<file path="config.mk">
export PLATFORM = sky130hd
export DESIGN_NAME = ram_read_streamer
export DESIGN_NICKNAME = d
export VERILOG_FILES = /design/src/rtl/ram_read_streamer.sv
export SDC_FILE = /design/constraint.sdc
export NUM_CORES = 1
export LEC_CHECK = 0
export ABC_AREA = 0
export CORE_MARGIN = 8
export CORE_UTILIZATION = 60
export CTS_CLUSTER_DIAMETER = 100
export DETAILED_ROUTE_END_ITERATION = 7
export GPL_ROUTABILITY_DRIVEN = 0
export PLACE_DENSITY_LB_ADDON = 0.05
export SLEW_MARGIN = 40
export SYNTH_ARGS = -nofsm -noshare
export SYNTH_HDL_FRONTEND = slang
export SYNTH_SLANG_ARGS = --single-unit
export TNS_END_PERCENT = 5
</file>
<file path="constraint.sdc">
create_clock -name clk -period 3.9 [get_ports clk]
set_input_delay 0.39 -clock clk [delete_from_list [all_inputs] [get_ports clk]]
set_output_delay 0.39 -clock clk [all_outputs]
set_load 0.02 [all_outputs]
</file>
<file path="src/rtl/ram_read_streamer.sv">
// Sweeps a contiguous RAM address range and streams the words out over valid/ready.
// Latency: first out_valid three cycles after the accepted start (1 latch + 2 RAM read latency).
// Backpressure: issues are credit-limited by buffer occupancy plus in-flight reads, so no word is ever dropped.
module ram_read_streamer #(
  parameter int DATA_WIDTH      = 8,
  parameter int ADDR_WIDTH      = 12,
  parameter int FIFO_DEPTH_LOG2 = 2
) (
  input  logic                  clk,
  input  logic                  reset,
  input  logic                  start,
  input  logic [ADDR_WIDTH-1:0] start_addr,
  input  logic [ADDR_WIDTH:0]   length,
  output logic                  busy,
  output logic                  done,
  output logic [ADDR_WIDTH-1:0] ram_read_addr,
  input  logic [DATA_WIDTH-1:0] ram_data_in,
  output logic [DATA_WIDTH-1:0] out_data,
  output logic                  out_valid,
  input  logic                  out_ready
);

  localparam int DEPTH = 1 << FIFO_DEPTH_LOG2;
  localparam int PW    = FIFO_DEPTH_LOG2;
  localparam int CW    = FIFO_DEPTH_LOG2 + 1;

  localparam logic [1:0] S_IDLE  = 2'd0;
  localparam logic [1:0] S_ISSUE = 2'd1;
  localparam logic [1:0] S_DRAIN = 2'd2;

  // Sequencer state
  logic [1:0]            state_q, state_d;
  logic [ADDR_WIDTH-1:0] addr_q, addr_d;
  logic [ADDR_WIDTH:0]   issue_rem_q, issue_rem_d;
  logic [ADDR_WIDTH:0]   accept_rem_q, accept_rem_d;
  logic                  zero_done_q, zero_done_d;

  // RAM read-latency tracking
  logic                  issue_d1_q, issue_d2_q;

  // Output buffer
  logic [DATA_WIDTH-1:0] buf_q [DEPTH];
  logic [PW-1:0]         wr_ptr_q, rd_ptr_q;
  logic [CW-1:0]         count_q, count_d;

  // Datapath strobes
  logic                  start_acc;
  logic                  credit_ok;
  logic                  issue;
  logic                  buf_empty;
  logic                  accept;
  logic                  push;
  logic                  pop;
  logic                  final_accept;
  logic [CW:0]           credit_used;

  // Credit: words buffered plus reads still travelling through the RAM pipe.
  assign credit_used = {1'b0, count_q} + (CW+1)'(issue_d1_q) + (CW+1)'(issue_d2_q);
  assign credit_ok   = credit_used < (CW+1)'(DEPTH);

  assign start_acc = start && (state_q == S_IDLE);
  assign issue     = (state_q == S_ISSUE) && (issue_rem_q != '0) && credit_ok;

  // The buffer is fall-through: when it is empty the word arriving from the
  // RAM is presented directly, which is what gives the 3-cycle first-word
  // latency. If that word is not taken it is written and shows up as the head.
  assign buf_empty = (count_q == '0);
  assign out_valid = !buf_empty || issue_d2_q;
  assign out_data  = buf_empty ? ram_data_in : buf_q[rd_ptr_q];
  assign accept    = out_valid && out_ready;
  assign pop       = accept && !buf_empty;
  assign push      = issue_d2_q && !(buf_empty && accept);

  // Done fires combinationally with the last handshake so busy is still high
  // in that cycle; a length-0 command reports done one cycle after start.
  assign final_accept  = accept && (state_q != S_IDLE) && (accept_rem_q == (ADDR_WIDTH+1)'(1));
  assign done          = final_accept || zero_done_q;
  assign busy          = (state_q != S_IDLE);
  assign ram_read_addr = addr_q;

  // Next-state logic for the sweep sequencer and its counters
  always_comb begin
    state_d      = state_q;
    addr_d       = addr_q;
    issue_rem_d  = issue_rem_q;
    accept_rem_d = accept_rem_q;
    zero_done_d  = 1'b0;

    if (accept && (accept_rem_q != '0)) begin
      accept_rem_d = accept_rem_q - (ADDR_WIDTH+1)'(1);
    end

    case (state_q)
      S_IDLE: begin
        if (start_acc) begin
          if (length == '0) begin
            zero_done_d = 1'b1;
          end else begin
            state_d      = S_ISSUE;
            addr_d       = start_addr;
            issue_rem_d  = length;
            accept_rem_d = length;
          end
        end
      end
      S_ISSUE: begin
        if (issue) begin
          addr_d      = addr_q + ADDR_WIDTH'(1);
          issue_rem_d = issue_rem_q - (ADDR_WIDTH+1)'(1);
          if (issue_rem_q == (ADDR_WIDTH+1)'(1)) begin
            state_d = S_DRAIN;
          end
        end
      end
      S_DRAIN: begin
        if (final_accept) begin
          state_d = S_IDLE;
        end
      end
      default: begin
        state_d = S_IDLE;
      end
    endcase
  end

  // Buffer occupancy follows pushes and pops; simultaneous push and pop cancel.
  always_comb begin
    count_d = count_q + CW'(push) - CW'(pop);
  end

  // Sequencer and address registers
  always_ff @(posedge clk or posedge reset) begin
    if (reset) begin
      state_q      <= S_IDLE;
      addr_q       <= '0;
      issue_rem_q  <= '0;
      accept_rem_q <= '0;
      zero_done_q  <= 1'b0;
    end else begin
      state_q      <= state_d;
      addr_q       <= addr_d;
      issue_rem_q  <= issue_rem_d;
      accept_rem_q <= accept_rem_d;
      zero_done_q  <= zero_done_d;
    end
  end

  // Two-stage valid pipe mirroring the RAM's read latency
  always_ff @(posedge clk or posedge reset) begin
    if (reset) begin
      issue_d1_q <= 1'b0;
      issue_d2_q <= 1'b0;
    end else begin
      issue_d1_q <= issue;
      issue_d2_q <= issue_d1_q;
    end
  end

  // Output buffer storage and pointers
  always_ff @(posedge clk or posedge reset) begin
    if (reset) begin
      for (int i = 0; i < DEPTH; i++) begin
        buf_q[i] <= '0;
      end
      wr_ptr_q <= '0;
      rd_ptr_q <= '0;
      count_q  <= '0;
    end else begin
      if (push) begin
        buf_q[wr_ptr_q] <= ram_data_in;
        wr_ptr_q        <= wr_ptr_q + PW'(1);
      end
      if (pop) begin
        rd_ptr_q <= rd_ptr_q + PW'(1);
      end
      count_q <= count_d;
    end
  end

  // The credit rule guarantees the buffer never overflows.
  assert property (@(posedge clk) disable iff (reset) count_q <= CW'(DEPTH));
  assert property (@(posedge clk) disable iff (reset) !(push && !pop && (count_q == CW'(DEPTH))));

endmodule

</file>
; ---- Word-level counts from Yosys, hierarchy flattened
; Cells that the tools add are included.
; Widths: inputs -> output; s select.
[totals]
ff_bits = 82
out_inout_bits = 23
elab_cells = 90
[op_classes]
addsub = 9
n_lt_le_gt_ge = 4
n_eq_ne = 9
muxes = 28
bitwise = 2
n_reduce_logical = 24
[op_table]
columns = op, count
row1 = $mux 13, 7
row2 = $mux 12, 3
row3 = $bwmux 32, 1
row4 = $mux 8, 4
row5 = $eq 13x1->1 const B, 2
row6 = $pmux 13 s2, 1
row7 = $reduce_bool 13->1, 2
row8 = $sub 13x1->13 const B, 2
row9 = $pmux 12 s2, 1
row10 = $bmux 8 s2, 1
row11 = $demux 8 s2, 1
row12 = $logic_not 13->1, 1
row13 = $add 12x1->12 const B, 1
row14 = $logic_and 1x1->1, 11
row15 = $mux 2, 5
row16 = $ne 2x2->1 const B, 4
row17 = $ge 3x3->1 const B, 2
row18 = $not 2->3, 2
row19 = $pmux 2 s3, 1
row20 = $reduce_and 5->1, 1
row21 = $add 2x1->2 const B, 2
row22 = $add 3x1->4, 1
row23 = $add 4x1->4, 1
row24 = $lt 4x3->1 const B, 1
row25 = 13 further kinds, 18

; ---- Logic depth before layout (Yosys ltp)
; Gate-level depths: netlist of the first run.
[depth]
ltp_word = 9
ltp_mapped = 8

; ---- Worst setup path before layout of the first run
; No wires, ideal clock.
[synth_timing]
kind = register to register
startpoint = register count_q[1]
endpoint = register count_q[2]
setup_ns = 0.123
arrival_ns = 2.094
path_slack_ns = 1.684
stages_incl_launch_ff = 9
path_buffers = 1
cell_sequence = dfrtp_1 -> nor3_1 -> clkbuf_1 -> nor2b_1 -> ha_1 -> inv_1 -> ha_1 -> fa_1 -> xnor2_1
[synth_rtl]
columns = element, line
row1 = "start, declared", 44  ; logic [CW-1:0] count_q, count_d;
row2 = "start signal, assigned", 176  ; count_q <= count_d;
row3 = $logic_not 3->1 *, 67  ; assign buf_empty = (count_q == '0);
row4 = $logic_not 1->1 *, "68, 71"
row5 = $logic_or 1x1->1, 68  ; assign out_valid = !buf_empty || issue_d2_q;
row6 = $logic_and 1x1->1, 70  ; assign accept = out_valid && out_ready;
row7 = $logic_and 1x1->1 *, 71  ; assign pop = accept && !buf_empty;
row8 = net pop, 53  ; logic pop;
row9 = $sub 3x1->3 *, 128  ; count_d = count_q + CW'(push) - CW'(pop);
row10 = net count_d[2], 44
; Mark *: on every way through the listed nets, which the timed path passes. The rest lies on a longest branch.
; A chain may end at the register's enable or synchronous reset.

; ---- Worst setup path in the final report of the first run
[layout_timing]
startpoint = register count_q[1]
endpoint = output port done
[layout_via]
elab_chain_len = 7
[layout_lines]
columns = element, line
row1 = $logic_not 3->1, 67
row2 = $logic_not 1->1, 68
row3 = $logic_or 1x1->1, 68
row4 = $logic_and 1x1->1, 70
row5 = $logic_and 1x1->1 (2 in series), 76  ; assign final_accept = accept && (state_q != S_IDLE) && (accept_rem_q == (ADDR_WIDTH+1)'(1));
row6 = $logic_or 1x1->1, 77  ; assign done = final_accept || zero_done_q;
row7 = "end, declared", 15  ; output logic done,
; No other way between the ends.

==> flow_summary_export.csv, run 1 <==
group,metric,value,unit
pwr,p_per_area,868,nW/um^2
drt,ant_nets,0,
sta,setup_violations,0,
layout,design_area,5630,sq um
sta,skew,0.00427,ns
drt,num_vias,3615,
sta,relSlewSlack,48.0,%
die,start_util,61.6,%
worst_setup_path,cp.required,3.51,ns
worst_setup_path,worstSetupStartpointType,"flip-flop",
clock_network,htreeDepth,3,
sta,rsz0062_at_grt,"false",
synthesis,yosysSeqAreaShare,43.6,%
clock_network,clockBufferDepth,2,
global_routing,grt_antenna_before_repair,0,
hold_path,hp-class,"flip-flop to flip-flop",
synthesis,avgSynthCellArea,10.9,sq um
worst_setup_path,cp.arrival,2.70,ns
sta,timing.hold.ws,0.411,ns
worst_setup_path,worst_path_largest_cell_delay,0.76,ns
synthesis,synth.most_common_cell,"dfrtp_1",
sta,hold_viol_final,0,
die,io-pin-count,60,
synthesis,syn_area,4710,sq um
worst_setup_path,critPathCaptureType,"primary output",
flow_run,maxCapViolCount,0,
global_routing,track_usage,20.4,%
global_routing,grt_overflow_total,0,
synthesis,synth_top_area_share,43.6,%
synthesis,synth_edf_count,0,
die,num_rows,32,
worst_setup_path,cpMaxStageDelayCell,"o41ai_1",
layout,diodes,0,
synthesis,ys_seq_elements,82,
clock_network,numCtsBuffers,9,
clock_network,cts_tree,"built",
layout,drive_gt1_share,19.0,%
synthesis,synth_area_leaders,"dfrtp_1 44%, mux2_2 12%, ha_1 4.0%",
drt,wl_per_cell,17.9,um
sta,final.min_clock_period,3.09,ns
place,portBuffers,59,
die,die_width,105,um
layout,syn2layout_area_growth,19.6,%
synthesis,synth_cell_types,58,
status,run_status,"finished clean",
global_routing,grt_pass1_wl,18.5,mm
synthesis,async_reset_ff_share,100,%
die,dieHeight,105,um
clock_network,post_cts_buffers,0,
place,postPlaceCellArea,5400,sq um
global_routing,grt_pass1_vias,3764,
global_routing,grt_max_degree,56,
pwr,ir_drop,0.000337,V
clock_network,root_buffer,"clkbuf_8",
synthesis,ys_top_cells_by_count,"82 x dfrtp_1, 52 x mux2_2, 43 x nor2_1, 31 x nand2_1, 18 x a21oi_1",
clock_network,insertion_delay,0.34,ns
synthesis,synth_ff_type,"dfrtp_1",
worst_setup_path,path_max_fanout,10,
sta,fin_crit_sh,79.3,%
sta,tightest_slew,0.769,ns
drt,vias_per_cell,6.05,
layout,fin_util,73.6,%
die,core_area,7650,sq um
layout,nets,544,
clock_network,cts.sink_count,82,
synthesis,syn_nets,484,
synthesis,yosys_warnings,0,
place,hpwl,7.53,mm
sta,tns,0,ns
pwr,total_leakage_power,0.00238,uW
sta,drv_slew,0,
die,dieArea,10900,sq um
clock_network,cts_resized,0,
drt,drtIter0Drc,263,
sta,max_clock_freq,323,MHz
clock_network,clkTransAtPathRegs,0.08,ns
drt,drtPass1Iterations,4,
drt,drc,0,
synthesis,syn_inst,431,
worst_setup_path,cp_cell_sequence,"o41ai_1 -> and2b_1 -> a41o_1 -> clkdlybuf4s50_1",
synthesis,yosysTopAreaCell,"dfrtp_1",
worst_setup_path,crit_type,"flip-flop to primary output",
drt,drt_wl_total,10.7,mm
clock_network,postCtsHoldBufs,0,
path summary, 6_finish.rpt:
check / startpoint / end / slack [ns] / depth (start not counted)
setup reg to reg: count_q[1]$_DFF_PP0_ / count_q[2]$_DFF_PP0_ / 1.45 / 9
hold reg to reg: issue_d1_q$_DFF_PP0_ / issue_d2_q$_DFF_PP0_ / 0.41 / 0
hold / removal: issue_d1_q$_DFF_PP0_ / issue_d2_q$_DFF_PP0_ / 0.41 / 0
max in group asynchronous: reset / ram_read_addr[0]$_DFFE_PP0P_ / 2.70 / 3
setup / recovery: count_q[1]$_DFF_PP0_ / done / 0.81 / 4
min in group asynchronous: reset / buf_q[31]$_DFFE_PP0P_ / 0.44 / 2
report_power, final:
part           internal, uW  switching (uW)  total [uW]
registers              1280             438        1710
logic                  1350            1130        2480
clock network           379             314         694
total                  3000            1880        4890
cell usage in the layout (no fill, tap or decap), types with 3 or more instances in the layout:
cell,count
dfrtp_1,82
clkdlybuf4s50_1,59
mux2_2,52
nor2_1,43
nand2_1,31
a21oi_1,18
inv_1,16
ha_1,15
nor3_1,11
mux2_1,11
a22o_1,11
nand3_1,10
xor2_1,10
clkbuf_8,10
o21ai_0,9
mux4_2,8
nand4_1,7
buf_4,7
nor4_1,6
mux2i_1,6
a31oi_1,5
and3_1,4
nor2b_1,4
nand3b_1,4
xnor2_1,4
a211oi_1,3
nand2b_1,3
clkinv_4,3
critical path, delay by kind of cell (launching register included):
| kind | cells | cell delay (ns) |
|---|---|---|
| and+or+nand+nor | 1 | 0.37 |
| buffers and inverters | 1 | 0.53 |
| AOI/OAI and AO/OA | 2 | 1.02 |
| DFF | 1 | 0.43 |
routing by layer:
metal  global-route usage, %  vias to the layer above  routed length [um]
li1                        -                     1710                   -
met1                    24.9                     1785                4560
met2                    34.2                      100                5410
met3                    4.91                       20                 539
met4                    7.95                        0                 174
met5                       0                        -                   0
flip-flops by register name (all words and copies together), names as in the netlist:
name           cells
state_q            2
wr_ptr_q           2
ram_read_addr     12
zero_done_q        1
count_q            3
rd_ptr_q           2
issue_d1_q         1
issue_rem_q       13
accept_rem_q      13
buf_q             32
issue_d2_q         1
cell type report:
| cell class | instances | area [sq um] |
|---|---|---|
| fillers | 567 | 2020 |
| well taps | 102 | 128 |
| multi-input cells | 315 | 2510 |
| clock inverters | 6 | 90.1 |
| inverters | 17 | 68.8 |
| repair buffers | 66 | 643 |
| clock buffers | 10 | 138 |
| flip-flops and latches | 82 | 2050 |
kinds of logic (layout without fill, tap and decap cells):
| logic type | after synthesis | count (layout) | share of synthesized area [%] |
|---|---|---|---|
| compound gates | 69 | 69 | 10.7 |
| xor+xnor | 14 | 14 | 2.60 |
| fa+ha+maj | 16 | 16 | 4.41 |
| buf+inv | 34 | 99 | 3.08 |
| flops | 82 | 82 | 43.6 |
| mux | 78 | 78 | 20.5 |
| simple gates | 138 | 138 | 15.1 |
through the flow:
stage                     total power [uW]  worst slack, ns  cells
after floorplan                       3460             1.40    431
after global placement                4090             1.28    582
after detailed placement              4210             1.25    582
after CTS                             4930            0.794    598
after global routing                  5260            0.625    598
final                                 4890            0.808    598
Power figures use the tool's default switching activity.
==> run 2: changes to the inputs <==
- CORE_UTILIZATION: 60 -> 56
- clock period: 3.9 -> 3.2 ns (I/O delays scaled with it)
==> flow_summary_export.csv, run 2 (synthesis results as in run 1) <==
group,metric,value,unit
status,run_status,"finished clean",
clock_network,clkTransAtPathRegs,0.09,ns
layout,largest_registers,"buf_q x32, accept_rem_q x13, issue_rem_q x13",
drt,wl_per_cell,18.1,um
worst_setup_path,critPathTopFamily,"simple AND/OR/NAND/NOR gates",
global_routing,grt_pass1_wl,18.2,mm
place,hpwl,7.72,mm
sta,hold_viol_final,0,
die,core_area,8180,sq um
sta,max_clock_freq,353,MHz
layout,top_register,"buf_q",
worst_setup_path,cp_cell_sequence,"or4_1 -> nor4_1 -> a41o_1 -> clkdlybuf4s50_1",
place,dp_slack,0.519,ns
clock_network,htreeDepth,3,
drt,vias_per_cell,5.94,
flow_run,maxCapViolCount,0,
place,portBuffers,59,
die,dieHeight,108,um
global_routing,grt_max_degree,83,
pwr,intPower,3590,uW
clock_network,insertion_delay,0.35,ns
clock_network,numCtsBuffers,9,
clock_network,postCtsHoldBufs,0,
worst_setup_path,timing.critical_path.buf_inv,1,
worst_setup_path,crit_type,"flip-flop to primary output",
die,start_util,57.6,%
worst_setup_path,critPathCaptureType,"primary output",
worst_setup_path,cp.required,2.88,ns
pwr,switchingPower,2340,uW
pwr,p_sw_share,39.5,%
worst_setup_path,path_max_fanout,6,
layout,nets,545,
sta,skew,0.00864,ns
layout,syn2layout_area_growth,19.9,%
pwr,ir_drop,0.000472,V
global_routing,track_usage,19.4,%
layout,largest_reg_flops,32,
drt,drtIter0Drc,173,
layout,drive_gt1_share,19.3,%
clock_network,cts_resized,0,
drt,ant_nets,0,
drt,drt_wl_total,10.9,mm
clock_network,clockBufferDepth,2,
die,io-pin-count,60,
clock_network,cts.sink_count,82,
clock_network,cts_tree,"built",
pwr,p_per_area,1050,nW/um^2
global_routing,grt_overflow_total,0,
sta,setup_ws,0.366,ns
clock_network,root_buffer,"clkbuf_8",
hold_path,hp-class,"input port to async pin",
pwr,clockPowerShare,13.0,%
clock_network,post_cts_buffers,0,
drt,drc,0,
layout,mostFrequentLayoutCell,"dfrtp_1",
sta,final.min_clock_period,2.83,ns
worst_setup_path,cp.arrival,2.51,ns
sta,rsz0062_at_grt,"false",
pwr,p_comb_share,51.5,%
drt,drtPass1Iterations,5,
pwr,seqPwrFrac,35.5,%
worst_setup_path,cpMaxStageDelayCell,"clkdlybuf4s50_1",
global_routing,grt_antenna_before_repair,0,
die,die_width,108,um
sta,tightest_slew,0.630,ns
sta,tns,0,ns
worst_setup_path,worst_path_largest_cell_delay,0.60,ns
global_routing,grt_pass1_vias,3667,
worst_setup_path,worstSetupStartpointType,"flip-flop",
layout,mostFrequentLayoutCells,"82 x dfrtp_1, 59 x clkdlybuf4s50_1, 52 x mux2_2, 43 x nor2_1, 31 x nand2_1",
die,num_rows,33,
sta,fin_crit_sh,88.5,%
sta,relSlewSlack,58.0,%
pwr,total_leakage_power,0.00238,uW
drt,num_vias,3574,
sta,setup_violations,0,
sta,drv_slew,0,
layout,diodes,0,
die,dieArea,11600,sq um
==> run 2: area by class of cell <==
cell class / count / area [sq um]
fillers: 641 / 2530
multi-input cells: 315 / 2520
flip-flops and latches: 82 / 2050
repair buffers: 67 / 676
well taps: 105 / 131
clock buffers: 9 / 124
clock inverters: 7 / 78.8
inverters: 17 / 65.1
==> run 2: worst reg2reg max path, cell delays in order, from the launching register on <==
cell	delay, ns
dfrtp_1	0.42
ha_1	0.30
a21oi_1	0.17
nor2_1	0.07
o32a_1	0.30
o31ai_4	0.60
buf_12	0.24
mux2_2	0.35
==> run 2: path summary, 6_finish.rpt <==
kind | startpoint | end | slack, ns | cells after the start
min reg2reg | issue_d1_q$_DFF_PP0_ | issue_d2_q$_DFF_PP0_ | 0.42 | 0
min | reset | buf_q[23]$_DFFE_PP0P_ | 0.36 | 3
min in group clk | issue_d1_q$_DFF_PP0_ | issue_d2_q$_DFF_PP0_ | 0.42 | 0
max | accept_rem_q[6]$_DFF_PP0_ | done | 0.37 | 4
max in group asynchronous | reset | issue_rem_q[11]$_DFFE_PP0P_ | 2.48 | 3
max reg2reg | issue_d2_q$_DFF_PP0_ | issue_rem_q[8]$_DFFE_PP0P_ | 0.65 | 7
==> run 2: stage by stage <==
step	cell area (sq um)	power, uW	hold slack (ns)	cells	utilization, %
after detailed placement	5430	5200	0.408	586	66.5
after global placement	5430	5060	0.409	586	66.5
after floorplan	4710	4220	0.354	431	-
final	5640	5930	0.363	602	69.0
after CTS	5640	5980	0.390	602	68.9
after global routing	5640	6360	0.409	602	69.0
==> run 2: metal layers <==
metal	vias to the layer above	part of all wire, %	track usage [%]
met2	72	52	33.7
met3	10	4.4	4.07
met4	0	0.91	6.44
met1	1783	42	23.2
met5	-	0	0
li1	1709	-	-
==> run 2: power groups by stage <==
stage          registers (uW)  clock network [uW]  logic (uW)
2_1_floorplan            1990                   0        2230
3_3_place_gp             2070                   0        2980
3_5_place_dp             2120                   0        3080
4_1_cts                  2100                 787        3090
5_1_grt                  2190                 828        3340
6_report                 2110                 769        3060
==> run 3: changes to the inputs <==
- CORE_UTILIZATION: 56 -> 62
- CTS_BUF_LIST: unset -> sky130_fd_sc_hd__clkbuf_4 sky130_fd_sc_hd__clkbuf_8
- clock period: 3.2 -> 3.38 ns (I/O delays scaled with it)
==> flow_summary_export.csv, run 3 (synthesis results as in run 1) <==
group,metric,value,unit
layout,syn2layout_area_growth,19.3,%
worst_setup_path,ff2ff_path_depth,7,
worst_setup_path,critPathTopFamily,"compound AO/OA/AOI/OAI gates",
place,hpwl,7.67,mm
drt,drt_wl_total,10.6,mm
layout,design_area,5610,sq um
worst_setup_path,worst_path_largest_cell_delay,0.79,ns
flow_run,maxCapViolCount,0,
clock_network,cts.sink_count,82,
layout,nets,545,
status,run_status,"finished clean",
pwr,ir_drop,0.000703,V
sta,final.min_clock_period,3.09,ns
worst_setup_path,crit_type,"flip-flop to primary output",
pwr,total_leakage_power,0.00238,uW
clock_network,post_cts_buffers,0,
worst_setup_path,timing.critical_path.buf_inv,1,
sta,tightest_slew,0.802,ns
worst_setup_path,cp_cell_sequence,"o41ai_1 -> and2b_1 -> a41o_1 -> clkdlybuf4s50_1",
sta,hold_viol_final,0,
global_routing,grt_antenna_before_repair,0,
clock_network,insertion_delay,0.34,ns
layout,diodes,0,
layout,largest_registers,"buf_q x32, accept_rem_q x13, issue_rem_q x13",
sta,tns,0,ns
worst_setup_path,r2r_end,"issue_rem_q[12]$_DFFE_PP0P_",
clock_network,cts_resized,0,
worst_setup_path,cp.required,3.04,ns
die,io-pin-count,60,
layout,mostFrequentLayoutCell,"dfrtp_1",
worst_setup_path,critPathCaptureType,"primary output",
worst_setup_path,cp.arrival,2.75,ns
drt,drc,0,
sta,setup_violations,0,
layout,top_register,"buf_q",
clock_network,root_buffer,"clkbuf_8",
die,num_rows,31,
clock_network,clkTransAtPathRegs,0.08,ns
drt,ant_nets,0,
global_routing,grt_overflow_total,0,
drt,wl_per_cell,17.9,um
global_routing,track_usage,21.3,%
worst_setup_path,worstSetupStartpointType,"flip-flop",
worst_setup_path,worstReg2RegStart,"issue_d2_q$_DFF_PP0_",
sta,timing.hold.ws,0.388,ns
drt,num_vias,3613,
worst_setup_path,path_max_fanout,10,
drt,drtPass1Iterations,4,
clock_network,cts_tree,"built",
die,dieHeight,103,um
sta,fin_crit_sh,91.3,%
drt,vias_per_cell,6.06,
die,core_area,7290,sq um
drt,drtIter0Drc,217,
place,portBuffers,59,
clock_network,postCtsHoldBufs,0,
pwr,p_per_area,994,nW/um^2
worst_setup_path,rrSetupSlack,0.81,ns
pwr,total_power,5580,uW
global_routing,grt_max_degree,47,
layout,largest_reg_flops,32,
clock_network,clockBufferDepth,2,
worst_setup_path,cpMaxStageDelayCell,"o41ai_1",
hold_path,hp-class,"input port to async pin",
sta,relSlewSlack,45.8,%
global_routing,grt_pass1_wl,17.7,mm
die,start_util,64.6,%
layout,fin_util,77.0,%
place,postPlaceCellArea,5410,sq um
sta,rsz0062_at_grt,"false",
clock_network,numCtsBuffers,9,
sta,drv_slew,0,
sta,skew,0.00789,ns
die,die_width,103,um
layout,fillCellCount,502,
clock_network,htreeDepth,3,
die,dieArea,10600,sq um
layout,drive_gt1_share,19.1,%
sta,max_clock_freq,324,MHz
global_routing,grt_pass1_vias,3718,
layout,mostFrequentLayoutCells,"82 x dfrtp_1, 59 x clkdlybuf4s50_1, 52 x mux2_2, 43 x nor2_1, 31 x nand2_1",
==> run 3: cell types whose count changed in the layout (fill, tap and decap cells not counted), sizes merged <==
cell      previous run  this run
clkinvlp             3         2
inv                 17        18
==> run 3: worst register-to-register path, cell delays in order (launching register included) <==
cell     delay, ns
dfrtp_1       0.41
ha_1          0.30
a21oi_1       0.17
nor2_1        0.07
o32a_1        0.32
o31ai_4       0.56
buf_4         0.29
mux2_2        0.35
==> run 3: worst max path at each step <==
stage,cells past startpoint,slack (ns),to,startpoint
floorplan,1,0.93,accept_rem_q[0]$_DFF_PP0_,reset
global placement,4,0.82,done,count_q[1]$_DFF_PP0_
detailed placement,4,0.70,done,count_q[1]$_DFF_PP0_
CTS,4,0.31,done,count_q[1]$_DFF_PP0_
global route,4,0.17,done,count_q[1]$_DFF_PP0_
finish,4,0.29,done,count_q[1]$_DFF_PP0_
==> run 3: through the flow <==
step                worst slack, ns  cells
CTS                           0.310    596
finish                        0.293    596
floorplan                     0.934    431
detailed placement            0.698    580
global placement              0.817    580
global route                  0.168    596
==> run 3: layout make-up <==
cell class | count | area, sq um | area share (%)
tap | 99 | 124 | 2.21
clock buffer | 9 | 124 | 2.21
timing repair buffer | 67 | 663 | 11.8
inverter | 17 | 65.1 | 1.16
multi-input combinational | 315 | 2510 | 44.7
sequential | 82 | 2050 | 36.6
clock inverter | 7 | 76.3 | 1.36
==> run 3: routing by layer <==
| metal | vias to the layer above | share of wire [%] | track usage [%] |
|---|---|---|---|
| met5 | - | 0 | 0 |
| met4 | 0 | 1.5 | 7.68 |
| met3 | 17 | 3.1 | 2.90 |
| met2 | 80 | 52 | 36.9 |
| met1 | 1807 | 44 | 26.3 |
| li1 | 1709 | - | - |
==> run 3: report_power, final <==
group | leakage (uW) | internal (uW) | switching (uW)
Clock | 0.0000962 | 346 | 367
Sequential | 0.000973 | 1470 | 506
Combinational | 0.00131 | 1570 | 1330
